==> config.mk <==
export PLATFORM = sky130hd
export DESIGN_NAME = led_row_fetch
export DESIGN_NICKNAME = d
export VERILOG_FILES = /design/src/rtl/led_display_pkg.sv /design/src/rtl/led_rd_tag_pipe.sv /design/src/rtl/led_row_fetch.sv
export SDC_FILE = /design/constraint.sdc
export NUM_CORES = 1
export LEC_CHECK = 0
export CORE_ASPECT_RATIO = 1.5
export CORE_MARGIN = 4
export CORE_UTILIZATION = 45
export DETAILED_ROUTE_END_ITERATION = 10
export HOLD_SLACK_MARGIN = 0.15
export PLACE_DENSITY = 0.75
export SLEW_MARGIN = 20
export SYNTH_ARGS = -nofsm -noshare
export SYNTH_HDL_FRONTEND = slang
export SYNTH_SLANG_ARGS = --single-unit
==> constraint.sdc <==
create_clock -name clk_in -period 5.1 [get_ports clk_in]
set_clock_uncertainty 0.2 [all_clocks]
set_input_delay 0.765 -clock clk_in [delete_from_list [all_inputs] [get_ports clk_in]]
set_output_delay 0.765 -clock clk_in [all_outputs]
set_load 0.02 [all_outputs]
==> src/rtl/led_display_pkg.sv <==
// Shared types and defaults for the LED panel row path (frame RAM -> row fetch -> phy).
package led_display_pkg;

  localparam int unsigned LED_NUM_ROWS = 32;
  localparam int unsigned LED_NUM_COLS = 64;

  typedef struct packed {
    logic [7:0] r;
    logic [7:0] g;
    logic [7:0] b;
  } rgb24_t;

  localparam int unsigned CH_R = 2;
  localparam int unsigned CH_G = 1;
  localparam int unsigned CH_B = 0;

  typedef logic [2:0][LED_NUM_COLS-1:0] row_bus_t;

  typedef enum logic [2:0] {
    StIdle,
    StFetch,
    StDrain,
    StHandoff,
    StDone
  } fetch_state_t;

endpackage

==> src/rtl/led_rd_tag_pipe.sv <==
// Shift register that carries {valid, is_bot, col} alongside each outstanding frame RAM read.
module led_rd_tag_pipe #(
  parameter int unsigned Latency = 2,
  parameter int unsigned ColW    = 6
) (
  input  logic            clk,
  input  logic            reset,
  input  logic            push,
  input  logic            push_bot,
  input  logic [ColW-1:0] push_col,
  output logic            pop_valid,
  output logic            pop_bot,
  output logic [ColW-1:0] pop_col,
  output logic            pending
);

  typedef struct packed {
    logic            valid;
    logic            is_bot;
    logic [ColW-1:0] col;
  } tag_t;

  localparam logic [Latency-1:0] LastMask = Latency'(1) << (Latency - 1);

  tag_t [Latency-1:0] stage_q;
  logic [Latency-1:0] valid_vec;

  always_ff @(posedge clk) begin
    if (reset) begin
      stage_q <= '0;
    end else begin
      stage_q[0] <= '{valid: push, is_bot: push_bot, col: push_col};
      for (int i = 1; i < Latency; i++) begin
        stage_q[i] <= stage_q[i-1];
      end
    end
  end

  always_comb begin
    valid_vec = '0;
    for (int i = 0; i < Latency; i++) begin
      valid_vec[i] = stage_q[i].valid;
    end
  end

  assign pop_valid = stage_q[Latency-1].valid;
  assign pop_bot   = stage_q[Latency-1].is_bot;
  assign pop_col   = stage_q[Latency-1].col;
  // Reads still in flight beyond the one emerging this cycle.
  assign pending   = |(valid_vec & ~LastMask);

endmodule

==> src/rtl/led_row_fetch.sv <==
// Fetches a top/bottom row pair from frame RAM, slices one bit-plane per channel, hands it to the
// phy. Define LED_ROW_FETCH_TIMEOUT_EN to add the sticky phy-ready watchdog (error_out).
module led_row_fetch
  import led_display_pkg::*;
#(
  parameter int unsigned NUM_ROWS       = LED_NUM_ROWS,
  parameter int unsigned NUM_COLS       = LED_NUM_COLS,
  parameter int unsigned RAM_ADDR_W     = 16,
  parameter int unsigned RAM_LATENCY    = 2,
  parameter int unsigned TIMEOUT_CYCLES = 1_000_000
) (
  input  logic                           clk_in,
  input  logic                           reset_in,
  input  logic                           start_in,
  input  logic [3:0]                     row_in,
  input  logic [2:0]                     plane_in,
  output logic                           busy_out,
  output logic                           done_out,
  output logic                           ram_enable_out,
  output logic [RAM_ADDR_W-1:0]          ram_addr_out,
  input  logic [23:0]                    ram_data_in,
  output logic [2:0][NUM_COLS-1:0]       col_top_out,
  output logic [2:0][NUM_COLS-1:0]       col_bot_out,
  output logic                           phy_enable_out,
  input  logic                           phy_ready_in,
  output logic                           error_out
);

  // NUM_COLS must be a power of two: the fetch counter splits into {is_bot, col}.
  localparam int unsigned ColW = $clog2(NUM_COLS);
  localparam int unsigned CntW = ColW + 1;

  fetch_state_t             state_q;
  logic [CntW-1:0]          cnt_q;
  logic [3:0]               row_q;
  logic [2:0]               plane_q;
  logic [2:0][NUM_COLS-1:0] col_top_q;
  logic [2:0][NUM_COLS-1:0] col_bot_q;

  logic                  issue_bot;
  logic [ColW-1:0]       issue_col;
  logic [RAM_ADDR_W-1:0] issue_row;
  logic [RAM_ADDR_W-1:0] issue_addr;
  logic                  tag_valid;
  logic                  tag_bot;
  logic                  tag_pending;
  logic [ColW-1:0]       tag_col;
  logic                  timeout_hit;
  rgb24_t                pixel;

  assign issue_bot  = cnt_q[ColW];
  assign issue_col  = cnt_q[ColW-1:0];
  assign issue_row  = RAM_ADDR_W'(row_q) + (issue_bot ? RAM_ADDR_W'(NUM_ROWS / 2) : '0);
  assign issue_addr = issue_row * RAM_ADDR_W'(NUM_COLS) + RAM_ADDR_W'(issue_col);
  assign pixel      = rgb24_t'(ram_data_in);

  assign busy_out       = (state_q != StIdle);
  assign done_out       = (state_q == StDone);
  assign ram_enable_out = (state_q == StFetch);
  assign ram_addr_out   = ram_enable_out ? issue_addr : '0;
  assign phy_enable_out = (state_q == StHandoff) && phy_ready_in;
  assign col_top_out    = col_top_q;
  assign col_bot_out    = col_bot_q;

  led_rd_tag_pipe #(
    .Latency (RAM_LATENCY),
    .ColW    (ColW)
  ) u_tag_pipe (
    .clk       (clk_in),
    .reset     (reset_in),
    .push      (ram_enable_out),
    .push_bot  (issue_bot),
    .push_col  (issue_col),
    .pop_valid (tag_valid),
    .pop_bot   (tag_bot),
    .pop_col   (tag_col),
    .pending   (tag_pending)
  );

  always_ff @(posedge clk_in) begin
    if (reset_in) begin
      state_q   <= StIdle;
      cnt_q     <= '0;
      row_q     <= '0;
      plane_q   <= '0;
      col_top_q <= '0;
      col_bot_q <= '0;
    end else begin
      if (tag_valid) begin
        if (tag_bot) begin
          col_bot_q[CH_R][tag_col] <= pixel.r[plane_q];
          col_bot_q[CH_G][tag_col] <= pixel.g[plane_q];
          col_bot_q[CH_B][tag_col] <= pixel.b[plane_q];
        end else begin
          col_top_q[CH_R][tag_col] <= pixel.r[plane_q];
          col_top_q[CH_G][tag_col] <= pixel.g[plane_q];
          col_top_q[CH_B][tag_col] <= pixel.b[plane_q];
        end
      end

      unique case (state_q)
        StIdle: begin
          if (start_in) begin
            row_q   <= row_in;
            plane_q <= plane_in;
            cnt_q   <= '0;
            state_q <= StFetch;
          end
        end
        StFetch: begin
          cnt_q <= cnt_q + 1'b1;
          if (cnt_q == CntW'(2 * NUM_COLS - 1)) begin
            state_q <= StDrain;
          end
        end
        StDrain: begin
          if (!tag_pending) begin
            state_q <= StHandoff;
          end
        end
        StHandoff: begin
          if (phy_ready_in || timeout_hit) begin
            state_q <= StDone;
          end
        end
        StDone: begin
          state_q <= StIdle;
        end
        default: begin
          state_q <= StIdle;
        end
      endcase
    end
  end

`ifdef LED_ROW_FETCH_TIMEOUT_EN
  localparam int unsigned ToW = $clog2(TIMEOUT_CYCLES + 1);

  logic [ToW-1:0] to_cnt_q;
  logic           error_q;

  assign timeout_hit = (state_q == StHandoff) && !phy_ready_in &&
                       (to_cnt_q == ToW'(TIMEOUT_CYCLES - 1));

  always_ff @(posedge clk_in) begin
    if (reset_in) begin
      to_cnt_q <= '0;
      error_q  <= 1'b0;
    end else if (state_q == StHandoff) begin
      to_cnt_q <= to_cnt_q + 1'b1;
      if (timeout_hit) begin
        error_q <= 1'b1;
      end
    end else begin
      to_cnt_q <= '0;
    end
  end

  assign error_out = error_q;
`else
  logic unused_timeout;
  assign unused_timeout = ^TIMEOUT_CYCLES;
  assign timeout_hit    = 1'b0;
  assign error_out      = 1'b0;
`endif

endmodule

==> results of run 1 <==
==> layout make-up <==
type,count,share of cell area
clock inverters,20,0.00996
clock buffers,52,0.0491
repair buffers,454,0.205
well taps,478,0.0271
multi-input cells,1032,0.331
inverters,1,0.000170
flip-flops and latches,417,0.378
==> power by group through the flow <==
stage | logic, W | clock network [W] | registers (W)
final | 0.000312 | 0.00297 | 0.00327
after floorplan | 0.000284 | 0 | 0.00334
after global placement | 0.000314 | 0 | 0.00335
after detailed placement | 0.000314 | 0 | 0.00335
after global routing | 0.000335 | 0.00316 | 0.00327
after CTS | 0.000315 | 0.00303 | 0.00327
==> Yosys cell counts, types with 2 or more instances <==
library cell,n,area share
sky130_fd_sc_hd__nand3b_1,3,0.0014
sky130_fd_sc_hd__mux2_2,3,0.0020
sky130_fd_sc_hd__nor3_2,58,0.035
sky130_fd_sc_hd__nor2_1,395,0.090
sky130_fd_sc_hd__buf_6,43,0.029
sky130_fd_sc_hd__nor3b_2,4,0.0030
sky130_fd_sc_hd__a22o_1,2,0.0011
sky130_fd_sc_hd__nor2b_1,19,0.0072
sky130_fd_sc_hd__buf_1,3,0.00068
sky130_fd_sc_hd__nand3_1,56,0.017
sky130_fd_sc_hd__buf_2,14,0.0042
sky130_fd_sc_hd__nand2_1,17,0.0039
sky130_fd_sc_hd__or3b_1,4,0.0021
sky130_fd_sc_hd__xnor2_1,2,0.0011
sky130_fd_sc_hd__and3_1,12,0.0045
sky130_fd_sc_hd__nor3_1,9,0.0027
sky130_fd_sc_hd__nor3_4,10,0.0098
sky130_fd_sc_hd__nand3b_2,2,0.0014
sky130_fd_sc_hd__mux2i_1,384,0.23
sky130_fd_sc_hd__or3_1,5,0.0019
sky130_fd_sc_hd__mux4_2,6,0.0082
sky130_fd_sc_hd__a21oi_1,9,0.0027
sky130_fd_sc_hd__buf_4,7,0.0032
sky130_fd_sc_hd__clkbuf_1,75,0.017
sky130_fd_sc_hd__and3b_1,2,0.0011
sky130_fd_sc_hd__xor2_1,2,0.0011
sky130_fd_sc_hd__and2_1,3,0.0011
sky130_fd_sc_hd__nand2b_1,4,0.0015
sky130_fd_sc_hd__dfxtp_1,417,0.51
==> worst paths after layout <==
kind                                     from                       endpoint  slack (ns)
max reg2reg           plane_q[0]$_SDFFE_PP0P_  col_bot_out[155]$_SDFFE_PP0P_        2.09
min reg2reg  u_tag_pipe.stage_q[6]$_SDFF_PP0_  u_tag_pipe.pop_bot$_SDFF_PP0_        0.24
min          u_tag_pipe.stage_q[6]$_SDFF_PP0_  u_tag_pipe.pop_bot$_SDFF_PP0_        0.24
max                   state_q[1]$_SDFFE_PP0P_                 ram_enable_out        1.38
==> sequential cells by signal (all words and copies together), names as in the netlist <==
| name | flops |
|---|---|
| u_tag_pipe.stage_q | 7 |
| cnt_q | 7 |
| row_q | 4 |
| u_tag_pipe.pending | 1 |
| col_bot_out | 192 |
| u_tag_pipe.pop_bot | 1 |
| state_q | 3 |
| u_tag_pipe.pop_valid | 1 |
| u_tag_pipe.pop_col | 6 |
| col_top_out | 192 |
| plane_q | 3 |
==> worst max-delay path, stage by stage, from the launching register on <==
cell and delay (ns):
sky130_fd_sc_hd__dfxtp_1 0.41, sky130_fd_sc_hd__nor2_1 0.74, sky130_fd_sc_hd__and2_0 0.36, sky130_fd_sc_hd__clkdlybuf4s50_1 0.70
==> kinds of logic (layout without fill, tap and decap cells) <==
family                   Yosys count  in the layout  share of synthesized area
AND/OR/NAND/NOR                  612            612                      0.188
flip-flops                       417            417                      0.505
multiplexers                     393            393                      0.243
buffers and inverters            143            527                     0.0547
AO/OA/AOI/OAI                     16             16                    0.00613
XOR/XNOR                           4              4                    0.00212
adder cells (fa/ha/maj)            1              1                   0.000757
other                              1              6                   0.000227
==> per-layer routing <==
metal	vias to the layer above	GRT usage	share of wire	routed length (um)
li1	6026	-	-	-
met1	6181	0.286	0.39	19100
met2	453	0.418	0.51	25300
met3	78	0.0533	0.068	3370
met4	0	0.0832	0.034	1690
met5	-	0	0	0
==> metrics by stage <==
stage	worst slack, ns	utilization	instance area (um2)	total power, W	cells
floorplan	2.84	-	16500	0.00362	1592
global placement	1.59	0.577	20800	0.00366	2382
detailed placement	1.55	0.577	20800	0.00366	2382
CTS	1.39	0.613	22100	0.00662	2454
global route	1.26	0.613	22100	0.00676	2454
finish	1.38	0.613	22100	0.00656	2454
==> load_flow_metrics.sql, run 1 <==
INSERT INTO impl_metrics (metric_group, metric, value, unit) VALUES
('outcome', 'run_status', 'completed', ''),
('sta', 'max_slew.worst_pin.slew', '1.12', 'ns'),
('sta', 'layout_worst_path_cycle_share', '0.729', ''),
('min_path', 'min-delay-path-class', 'flop to flop', ''),
('synth', 'ys_seq_elements', '417', ''),
('power', 'swShare', '0.229', ''),
('finish', 'mostFrequentLayoutCell', 'sky130_fd_sc_hd__clkdlybuf4s50_1', ''),
('sta', 'report.final.slew_viol_count', '0', ''),
('sta', 'finalHoldViolations', '0', ''),
('clocking', 'cts_setup_buffers', '0', ''),
('min_path', 'worst_hold_path.num_cells', '1', ''),
('finish', 'share_of_final_layout_standard_cells_stronger_than_drive_strength_1', '0.0881', ''),
('power', 'sequentialPowerShare', '0.499', ''),
('finish', 'most_used_cells_in_the_layout_excluding_fill_and_tap_cells', 'sky130_fd_sc_hd__clkdlybuf4s50_1, sky130_fd_sc_hd__dfxtp_1, sky130_fd_sc_hd__nor2_1, sky130_fd_sc_hd__mux2i_1, sky130_fd_sc_hd__nor3_2', ''),
('power', 'clock_share_of_power', '0.453', ''),
('drt', 'average_wire_length_per_cell_after_detail_routing', '20.1', 'um'),
('drt', 'drt_pass1_iterations', '5', ''),
('global_routing', 'grt_max_degree', '175', ''),
('placed_design', 'globalplace.congestion', '0.796', ''),
('drt', 'route.detailed.vias_per_inst', '5.19', ''),
('synth', 'dominantRegCellSynth', 'sky130_fd_sc_hd__dfxtp_1', ''),
('placed_design', 'place_hpwl', '33800', 'um'),
('clocking', 'clock-root-buffer', 'sky130_fd_sc_hd__clkbuf_16', ''),
('finish', 'antenna_cells_inserted', '0', ''),
('clocking', 'cts.sink_count', '417', ''),
('drt', 'ant_nets', '0', ''),
('sta', 'setup_viol_count_final', '0', ''),
('drt', 'drt_wl_total', '49400', 'um'),
('synth', 'synthDistinctLibCells', '46', ''),
('critical_path', 'rr_worst_depth', '5', ''),
('global_routing', 'global_route_total_usage_across_every_layer', '0.239', ''),
('floorplanning', 'initial_utilization', '0.458', ''),
('floorplanning', 'placement_rows', '85', ''),
('synth', 'edff_count_synth', '0', ''),
('global_routing', 'via_count_of_the_first_global_routing_pass', '12300', ''),
('drt', 'route.vias.total', '12700', ''),
('floorplanning', 'die_w', '164', 'um'),
('floorplanning', 'io_pins', '440', ''),
('sta', 'tns', '0', 'ns'),
('job', 'drv_cap', '0', ''),
('power', 'comb_power_share', '0.048', ''),
('power', 'internal_power', '0.00506', 'W'),
('power', 'powerDensity', '297', 'nW/um2'),
('power', 'ir_worst_vdd', '0.307', 'mV'),
('clocking', 'total_of_cells_resized_after_clock_tree_synthesis', '0', ''),
('sta', 'period_needed', '3.72', 'ns'),
('power', 'power.static_leakage', '8.80', 'nW'),
('sta', 'fmax', '269', 'MHz'),
('power', 'p_sw', '0.00150', 'W'),
('clocking', 'max-clock-path-buffers', '3', ''),
('global_routing', 'globalRouteOverflowTotal', '0', ''),
('critical_path', 'timing.critical_path.to_type', 'output pin', ''),
('drt', 'detailedRoute.firstIterationViolations', '828', ''),
('placed_design', 'port_buffers', '433', ''),
('critical_path', 'critPathMaxFanout', '16', ''),
('floorplanning', 'core_area', '36100', 'um2'),
('critical_path', 'timing.setup.critical_path_class', 'flop to output pin', ''),
('synth', 'seq_area_frac_synth', '0.505', ''),
('clocking', 'ctsHtreeMaxLevel', '2', ''),
('clocking', 'cts_tree', 'built', ''),
('floorplanning', 'fp.dieArea', '39900', 'um2'),
('synth', 'synth.cell_area', '16500', 'um2'),
('clocking', 'clock_pin_slew_worst_setup_and_hold_paths', '0.06', 'ns'),
('finish', 'multi_input_comb_area', '7320', 'um2'),
('finish', 'seq_area', '8350', 'um2'),
('sta', 'whs', '0.236', 'ns'),
('global_routing', 'initial_antenna_violation_count', '0', ''),
('synth', 'syn-mean-instance-area', '10.4', 'um2'),
('synth', 'postSynth.asyncResetShare', '0', ''),
('critical_path', 'timing.critical_path.arrival', '2.75', 'ns'),
('synth', 'synth_warnings', '0', ''),
('finish', 'area_delta_synth_final', '33.8', '%'),
('sta', 'relSlewSlack', '0.249', ''),
('clocking', 'holdBufCountCts', '0', ''),
('clocking', 'clk_latency', '0.54', 'ns'),
('finish', 'nNetsFinal', '1981', ''),
('synth', 'synthCells', '1587', ''),
('clocking', 'cts_buffers', '39', ''),
('sta', 'rsz0062_at_grt', 'no', ''),
('critical_path', 'critPathLaunchType', 'flop', ''),
('critical_path', 'critical_path_required', '4.14', 'ns'),
('drt', 'post_route_drc_violation_count', '0', ''),
('global_routing', 'grt_first_pass_wirelength', '74800', 'um'),
('finish', 'fill_cell_instance_count_of_the_final_layout', '3003', ''),
('floorplanning', 'die_y', '243', 'um');
Power figures use the tool's default switching activity.
==> run 2: changes to the inputs <==
- clock period: 5.1 -> 3.45 ns (I/O delays scaled with it)
==> run 2 against run 1 <==
Effect of this change: sequential power grew 48%; hold slack is essentially flat; worst setup slack lost 0.96 ns; largest cell class unchanged; highest routed layer unchanged; die area is the same; first-iteration DRC count shrank 4.1%; sequential cell count is the same; wire length grew 0.54%; non-clock buffer count grew 13; clock-buffer cell count grew 10.
==> load_flow_metrics.sql, run 2 (same netlist as run 1, synthesis figures left out) <==
INSERT INTO impl_metrics (metric_group, metric, value, unit) VALUES
('outcome', 'run_status', 'completed', ''),
('global_routing', 'global_route_total_usage_across_every_layer', '0.240', ''),
('power', 'power.static_leakage', '8.90', 'nW'),
('critical_path', 'timing.critical_path.arrival', '2.31', 'ns'),
('placed_design', 'globalplace.congestion', '0.829', ''),
('clocking', 'total_of_cells_resized_after_clock_tree_synthesis', '0', ''),
('power', 'internal_power', '0.00765', 'W'),
('power', 'swShare', '0.221', ''),
('sta', 'report.final.slew_viol_count', '0', ''),
('finish', 'most_used_cells_in_the_layout_excluding_fill_and_tap_cells', 'sky130_fd_sc_hd__clkdlybuf4s50_1, sky130_fd_sc_hd__dfxtp_1, sky130_fd_sc_hd__nor2_1, sky130_fd_sc_hd__mux2i_1, sky130_fd_sc_hd__nor3_2', ''),
('placed_design', 'port_buffers', '433', ''),
('power', 'ir_worst_vdd', '0.436', 'mV'),
('critical_path', 'timing.reg2reg.setup_slack', '0.74', 'ns'),
('sta', 'relSlewSlack', '0.320', ''),
('sta', 'tns', '0', 'ns'),
('critical_path', 'timing.critical_path.to_type', 'output pin', ''),
('min_path', 'min-delay-path-class', 'flop to flop', ''),
('power', 'clock_share_of_power', '0.457', ''),
('drt', 'average_wire_length_per_cell_after_detail_routing', '20.2', 'um'),
('critical_path', 'timing.setup.critical_path_class', 'flop to output pin', ''),
('sta', 'period_needed', '3.02', 'ns'),
('drt', 'post_route_drc_violation_count', '0', ''),
('sta', 'whs', '0.236', 'ns'),
('drt', 'ant_nets', '0', ''),
('clocking', 'cts.sink_count', '417', ''),
('drt', 'route.detailed.vias_per_inst', '5.17', ''),
('global_routing', 'via_count_of_the_first_global_routing_pass', '12600', ''),
('floorplanning', 'die_w', '164', 'um'),
('floorplanning', 'placement_rows', '85', ''),
('finish', 'mostFrequentLayoutCell', 'sky130_fd_sc_hd__clkdlybuf4s50_1', ''),
('global_routing', 'initial_antenna_violation_count', '0', ''),
('clocking', 'max-clock-path-buffers', '3', ''),
('critical_path', 'timing.critical_path.max_delay_family', 'flip-flops', ''),
('critical_path', 'timing.critical_path.cells', 'and2_0, clkdlybuf4s50_1', ''),
('floorplanning', 'core_area', '36100', 'um2'),
('floorplanning', 'io_pins', '440', ''),
('clocking', 'clock-root-buffer', 'sky130_fd_sc_hd__clkbuf_16', ''),
('finish', 'nNetsFinal', '1994', ''),
('clocking', 'holdBufCountCts', '0', ''),
('placed_design', 'place_hpwl', '34600', 'um'),
('clocking', 'ctsHtreeMaxLevel', '2', ''),
('global_routing', 'grt_first_pass_wirelength', '75100', 'um'),
('floorplanning', 'die_y', '243', 'um'),
('global_routing', 'grt_max_degree', '156', ''),
('min_path', 'worst_hold_path.num_cells', '1', ''),
('clocking', 'cts_setup_buffers', '0', ''),
('critical_path', 'critPathLaunchType', 'flop', ''),
('critical_path', 'cp_slowest_cell', 'sky130_fd_sc_hd__dfxtp_1', ''),
('min_path', 'timing.hold.worst.start', 'u_tag_pipe.stage_q[4]$_SDFF_PP0_', ''),
('drt', 'drt_wl_total', '49700', 'um'),
('sta', 'rsz0062_at_grt', 'no', ''),
('min_path', 'worst_hold_path.endpoint', 'u_tag_pipe.pop_col[4]$_SDFF_PP0_', ''),
('power', 'comb_power_share', '0.050', ''),
('sta', 'finalHoldViolations', '0', ''),
('finish', 'area_delta_synth_final', '35.0', '%'),
('clocking', 'cts_tree', 'built', ''),
('power', 'powerDensity', '440', 'nW/um2'),
('job', 'drv_cap', '0', ''),
('clocking', 'clk_latency', '0.53', 'ns'),
('sta', 'fmax', '331', 'MHz'),
('sta', 'layout_worst_path_cycle_share', '0.876', ''),
('drt', 'route.vias.total', '12800', ''),
('floorplanning', 'fp.dieArea', '39900', 'um2'),
('drt', 'detailedRoute.firstIterationViolations', '794', ''),
('critical_path', 'critPathBufInv', '1', ''),
('critical_path', 'rr_worst_depth', '5', ''),
('critical_path', 'critPathMaxFanout', '21', ''),
('drt', 'drt_pass1_iterations', '7', ''),
('finish', 'share_of_final_layout_standard_cells_stronger_than_drive_strength_1', '0.0926', ''),
('finish', 'antenna_cells_inserted', '0', ''),
('power', 'total_power', '0.00982', 'W'),
('critical_path', 'critPathLaunch', 'state_q[0]$_SDFFE_PP0P_', ''),
('critical_path', 'regToRegEndpoint', 'col_top_out[164]$_SDFFE_PP0P_', ''),
('sta', 'setup_viol_count_final', '0', ''),
('critical_path', 'critical_path_required', '2.73', 'ns'),
('power', 'sequentialPowerShare', '0.493', ''),
('sta', 'max_slew.worst_pin.slew', '1.02', 'ns'),
('clocking', 'cts_buffers', '39', ''),
('finish', 'fill_cell_instance_count_of_the_final_layout', '2921', ''),
('clocking', 'clock_pin_slew_worst_setup_and_hold_paths', '0.06', 'ns'),
('critical_path', 'crit_path_max_incr_delay', '0.73', 'ns'),
('power', 'p_sw', '0.00217', 'W'),
('global_routing', 'globalRouteOverflowTotal', '0', ''),
('floorplanning', 'initial_utilization', '0.458', ''),
('critical_path', 'reg2reg_from', 'plane_q[0]$_SDFFE_PP0P_', '');
run 2: through the flow:
stage / setup slack, ns / cells / instance area (um2) / util
after detailed placement: 0.548 / 2395 / 20900 / 0.581
after floorplan: 1.44 / 1592 / 16500 / -
after global placement: 0.553 / 2395 / 20900 / 0.581
after global routing: 0.337 / 2465 / 22300 / 0.619
after CTS: 0.429 / 2465 / 22300 / 0.619
final: 0.427 / 2465 / 22300 / 0.619
run 2: layout make-up:
| cell class | instances | area [um2] | area share |
|---|---|---|---|
| clock inverters | 8 | 123 | 0.00550 |
| inverters | 1 | 3.75 | 0.000168 |
| flip-flops and latches | 417 | 8350 | 0.374 |
| clock buffers | 62 | 1230 | 0.0554 |
| repair buffers | 467 | 4680 | 0.210 |
| well taps | 478 | 598 | 0.0268 |
| multi-input cells | 1032 | 7320 | 0.328 |
run 2: routing by layer:
layer  up-vias  wire length [um]  share of wire  global-route usage
met1      6141             19200           0.39               0.284
met2       452             24900           0.50               0.413
met5         -                 0              0                   0
met3       108              3260          0.066              0.0521
li1       6049                 -              -                   -
met4         0              2390          0.048               0.106
run 2: how the worst max path moves through the flow:
stage / to / slack, ns / depth (start not counted)
finish: ram_enable_out / 0.43 / 2
global route: ram_enable_out / 0.34 / 2
floorplan: col_bot_out[101]$_SDFFE_PP0P_ / 1.44 / 6
global placement: col_top_out[165]$_SDFFE_PP0P_ / 0.55 / 6
CTS: ram_enable_out / 0.43 / 2
detailed placement: col_top_out[69]$_SDFFE_PP0P_ / 0.55 / 6
run 2: power groups by stage:
stage / combinational (W) / clock, W / sequential [W]
after floorplan: 0.000419 / 0 / 0.00494
after global placement: 0.000494 / 0 / 0.00495
after detailed placement: 0.000498 / 0 / 0.00495
after CTS: 0.000500 / 0.00459 / 0.00484
after global routing: 0.000528 / 0.00479 / 0.00484
final: 0.000496 / 0.00449 / 0.00484
==> run 3: changes to the inputs <==
- CELL_PAD_IN_SITES_DETAIL_PLACEMENT: unset -> 0
- CELL_PAD_IN_SITES_GLOBAL_PLACEMENT: unset -> 1
- CORE_UTILIZATION: 45 -> 37
- GPL_ROUTABILITY_DRIVEN: unset -> 0
- PLACE_DENSITY: 0.75 -> unset
- PLACE_DENSITY_LB_ADDON: unset -> 0.1
==> run 3 against run 2 <==
Effect of this change: hold slack lost 0.0026 ns; sequential cell count stayed put; clock-buffer cell count is 4 higher; sequential power hardly changed; fmax is 5.2% lower; final cell count increased by 4.1%.
==> load_flow_metrics.sql, run 3 (same netlist as run 1, synthesis figures left out) <==
INSERT INTO impl_metrics (metric_group, metric, value, unit) VALUES
('sta', 'finalHoldViolations', '0', ''),
('sta', 'fmax', '314', 'MHz'),
('clocking', 'clk_latency', '0.54', 'ns'),
('drt', 'detailedRoute.firstIterationViolations', '550', ''),
('drt', 'drt_wl_total', '52700', 'um'),
('drt', 'post_route_drc_violation_count', '0', ''),
('floorplanning', 'die_y', '267', 'um'),
('global_routing', 'grt_first_pass_wirelength', '79300', 'um'),
('floorplanning', 'die_w', '181', 'um'),
('clocking', 'max-clock-path-buffers', '3', ''),
('clocking', 'cts.sink_count', '417', ''),
('global_routing', 'global_route_total_usage_across_every_layer', '0.209', ''),
('floorplanning', 'core_area', '44000', 'um2'),
('power', 'ir_worst_vdd', '0.371', 'mV'),
('sta', 'layout_worst_path_cycle_share', '0.924', ''),
('critical_path', 'timing.reg2reg.setup_slack', '0.86', 'ns'),
('global_routing', 'globalRouteOverflowTotal', '0', ''),
('sta', 'setup_viol_count_final', '0', ''),
('placed_design', 'place_hpwl', '36200', 'um'),
('power', 'total_power', '0.0100', 'W'),
('power', 'powerDensity', '445', 'nW/um2'),
('drt', 'route.vias.total', '12500', ''),
('critical_path', 'critical_path_required', '2.73', 'ns'),
('sta', 'relSlewSlack', '0.432', ''),
('critical_path', 'critPathLaunchType', 'flop', ''),
('finish', 'antenna_cells_inserted', '0', ''),
('placed_design', 'port_buffers', '433', ''),
('global_routing', 'via_count_of_the_first_global_routing_pass', '12500', ''),
('drt', 'drt_pass1_iterations', '5', ''),
('sta', 'report.final.slew_viol_count', '0', ''),
('clocking', 'cts_tree', 'built', ''),
('min_path', 'min-delay-path-class', 'flop to flop', ''),
('power', 'power.static_leakage', '8.93', 'nW'),
('finish', 'area_delta_synth_final', '36.1', '%'),
('finish', 'nNetsFinal', '1995', ''),
('critical_path', 'timing.critical_path.arrival', '2.47', 'ns'),
('drt', 'average_wire_length_per_cell_after_detail_routing', '20.6', 'um'),
('critical_path', 'rr_worst_depth', '5', ''),
('global_routing', 'grt_max_degree', '129', ''),
('floorplanning', 'placement_rows', '94', ''),
('clocking', 'total_of_cells_resized_after_clock_tree_synthesis', '0', ''),
('finish', 'mostFrequentLayoutCell', 'sky130_fd_sc_hd__clkdlybuf4s50_1', ''),
('job', 'drv_cap', '0', ''),
('critical_path', 'critPathMaxFanout', '11', ''),
('floorplanning', 'io_pins', '440', ''),
('global_routing', 'initial_antenna_violation_count', '0', ''),
('clocking', 'ctsHtreeMaxLevel', '2', ''),
('drt', 'ant_nets', '0', ''),
('clocking', 'clock-root-buffer', 'sky130_fd_sc_hd__clkbuf_16', ''),
('finish', 'share_of_final_layout_standard_cells_stronger_than_drive_strength_1', '0.0915', ''),
('clocking', 'cts_setup_buffers', '0', ''),
('critical_path', 'timing.setup.critical_path_class', 'flop to output pin', ''),
('floorplanning', 'initial_utilization', '0.376', ''),
('clocking', 'clock_pin_slew_worst_setup_and_hold_paths', '0.06', 'ns'),
('critical_path', 'timing.critical_path.to_type', 'output pin', ''),
('sta', 'tns', '0', 'ns'),
('clocking', 'cts_buffers', '42', ''),
('floorplanning', 'fp.dieArea', '48200', 'um2'),
('sta', 'period_needed', '3.19', 'ns'),
('drt', 'route.detailed.vias_per_inst', '4.87', ''),
('clocking', 'holdBufCountCts', '0', ''),
('sta', 'max_slew.worst_pin.slew', '0.852', 'ns'),
('finish', 'most_used_cells_in_the_layout_excluding_fill_and_tap_cells', 'sky130_fd_sc_hd__clkdlybuf4s50_1, sky130_fd_sc_hd__dfxtp_1, sky130_fd_sc_hd__nor2_1, sky130_fd_sc_hd__mux2i_1, sky130_fd_sc_hd__nor3_2', ''),
('outcome', 'run_status', 'completed', ''),
('sta', 'rsz0062_at_grt', 'no', ''),
('min_path', 'worst_hold_path.num_cells', '1', '');
run 3: cell types whose count changed in the layout (fill, tap and decap cells not counted), sizes merged:
| cell | change |
|---|---|
| clkinv | -1 |
| inv | +1 |
| buf | -2 |
| clkbuf | +4 |
run 3: metal layers:
| metal | track usage | wire (um) | vias up | share of wire |
|---|---|---|---|---|
| met4 | 0.0740 | 1810 | 0 | 0.034 |
| li1 | - | - | 6058 | - |
| met3 | 0.0551 | 3500 | 72 | 0.066 |
| met1 | 0.252 | 21300 | 5956 | 0.40 |
| met2 | 0.363 | 26100 | 403 | 0.50 |
| met5 | 0 | 0 | - | 0 |
run 3: worst paths after layout:
check | startpoint | to
hold / removal | u_tag_pipe.stage_q[3]$_SDFF_PP0_ | u_tag_pipe.pop_col[3]$_SDFF_PP0_
setup reg to reg | u_tag_pipe.pop_col[2]$_SDFF_PP0_ | col_top_out[61]$_SDFFE_PP0P_
setup / recovery | state_q[1]$_SDFFE_PP0P_ | ram_addr_out[5]
hold reg to reg | u_tag_pipe.stage_q[3]$_SDFF_PP0_ | u_tag_pipe.pop_col[3]$_SDFF_PP0_
run 3: per-stage QoR:
step	instances	hold WS [ns]	utilization	cell area, um2	worst slack (ns)
floorplan	1592	0.214	-	16500	1.44
global placement	2491	0.219	0.479	21100	0.720
detailed placement	2491	0.220	0.479	21100	0.721
CTS	2565	0.236	0.511	22500	0.230
global route	2565	0.252	0.511	22500	0.103
finish	2565	0.234	0.511	22500	0.261
run 3: cell type report:
class / count / area [um2]
repair buffers: 465 / 4690
multi-input cells: 1032 / 7320
inverters: 1 / 3.75
fillers: 4085 / 21500
well taps: 576 / 721
clock buffers: 66 / 1290
clock inverters: 8 / 121
flip-flops and latches: 417 / 8350
run 3: critical path: stages, from the launching register on:
cell                              delay, ns
sky130_fd_sc_hd__dfxtp_1               0.45
sky130_fd_sc_hd__nor2_1                0.42
sky130_fd_sc_hd__buf_4                 0.25
sky130_fd_sc_hd__and3_1                0.17
sky130_fd_sc_hd__clkdlybuf4s50_1       0.65
run 3: power by group:
group	internal [W]	switching, W	total [W]
clock	0.00280	0.00188	0.00468
combinational	0.000141	0.000361	0.000501
sequential	0.00482	0.0000172	0.00484
total	0.00777	0.00226	0.0100
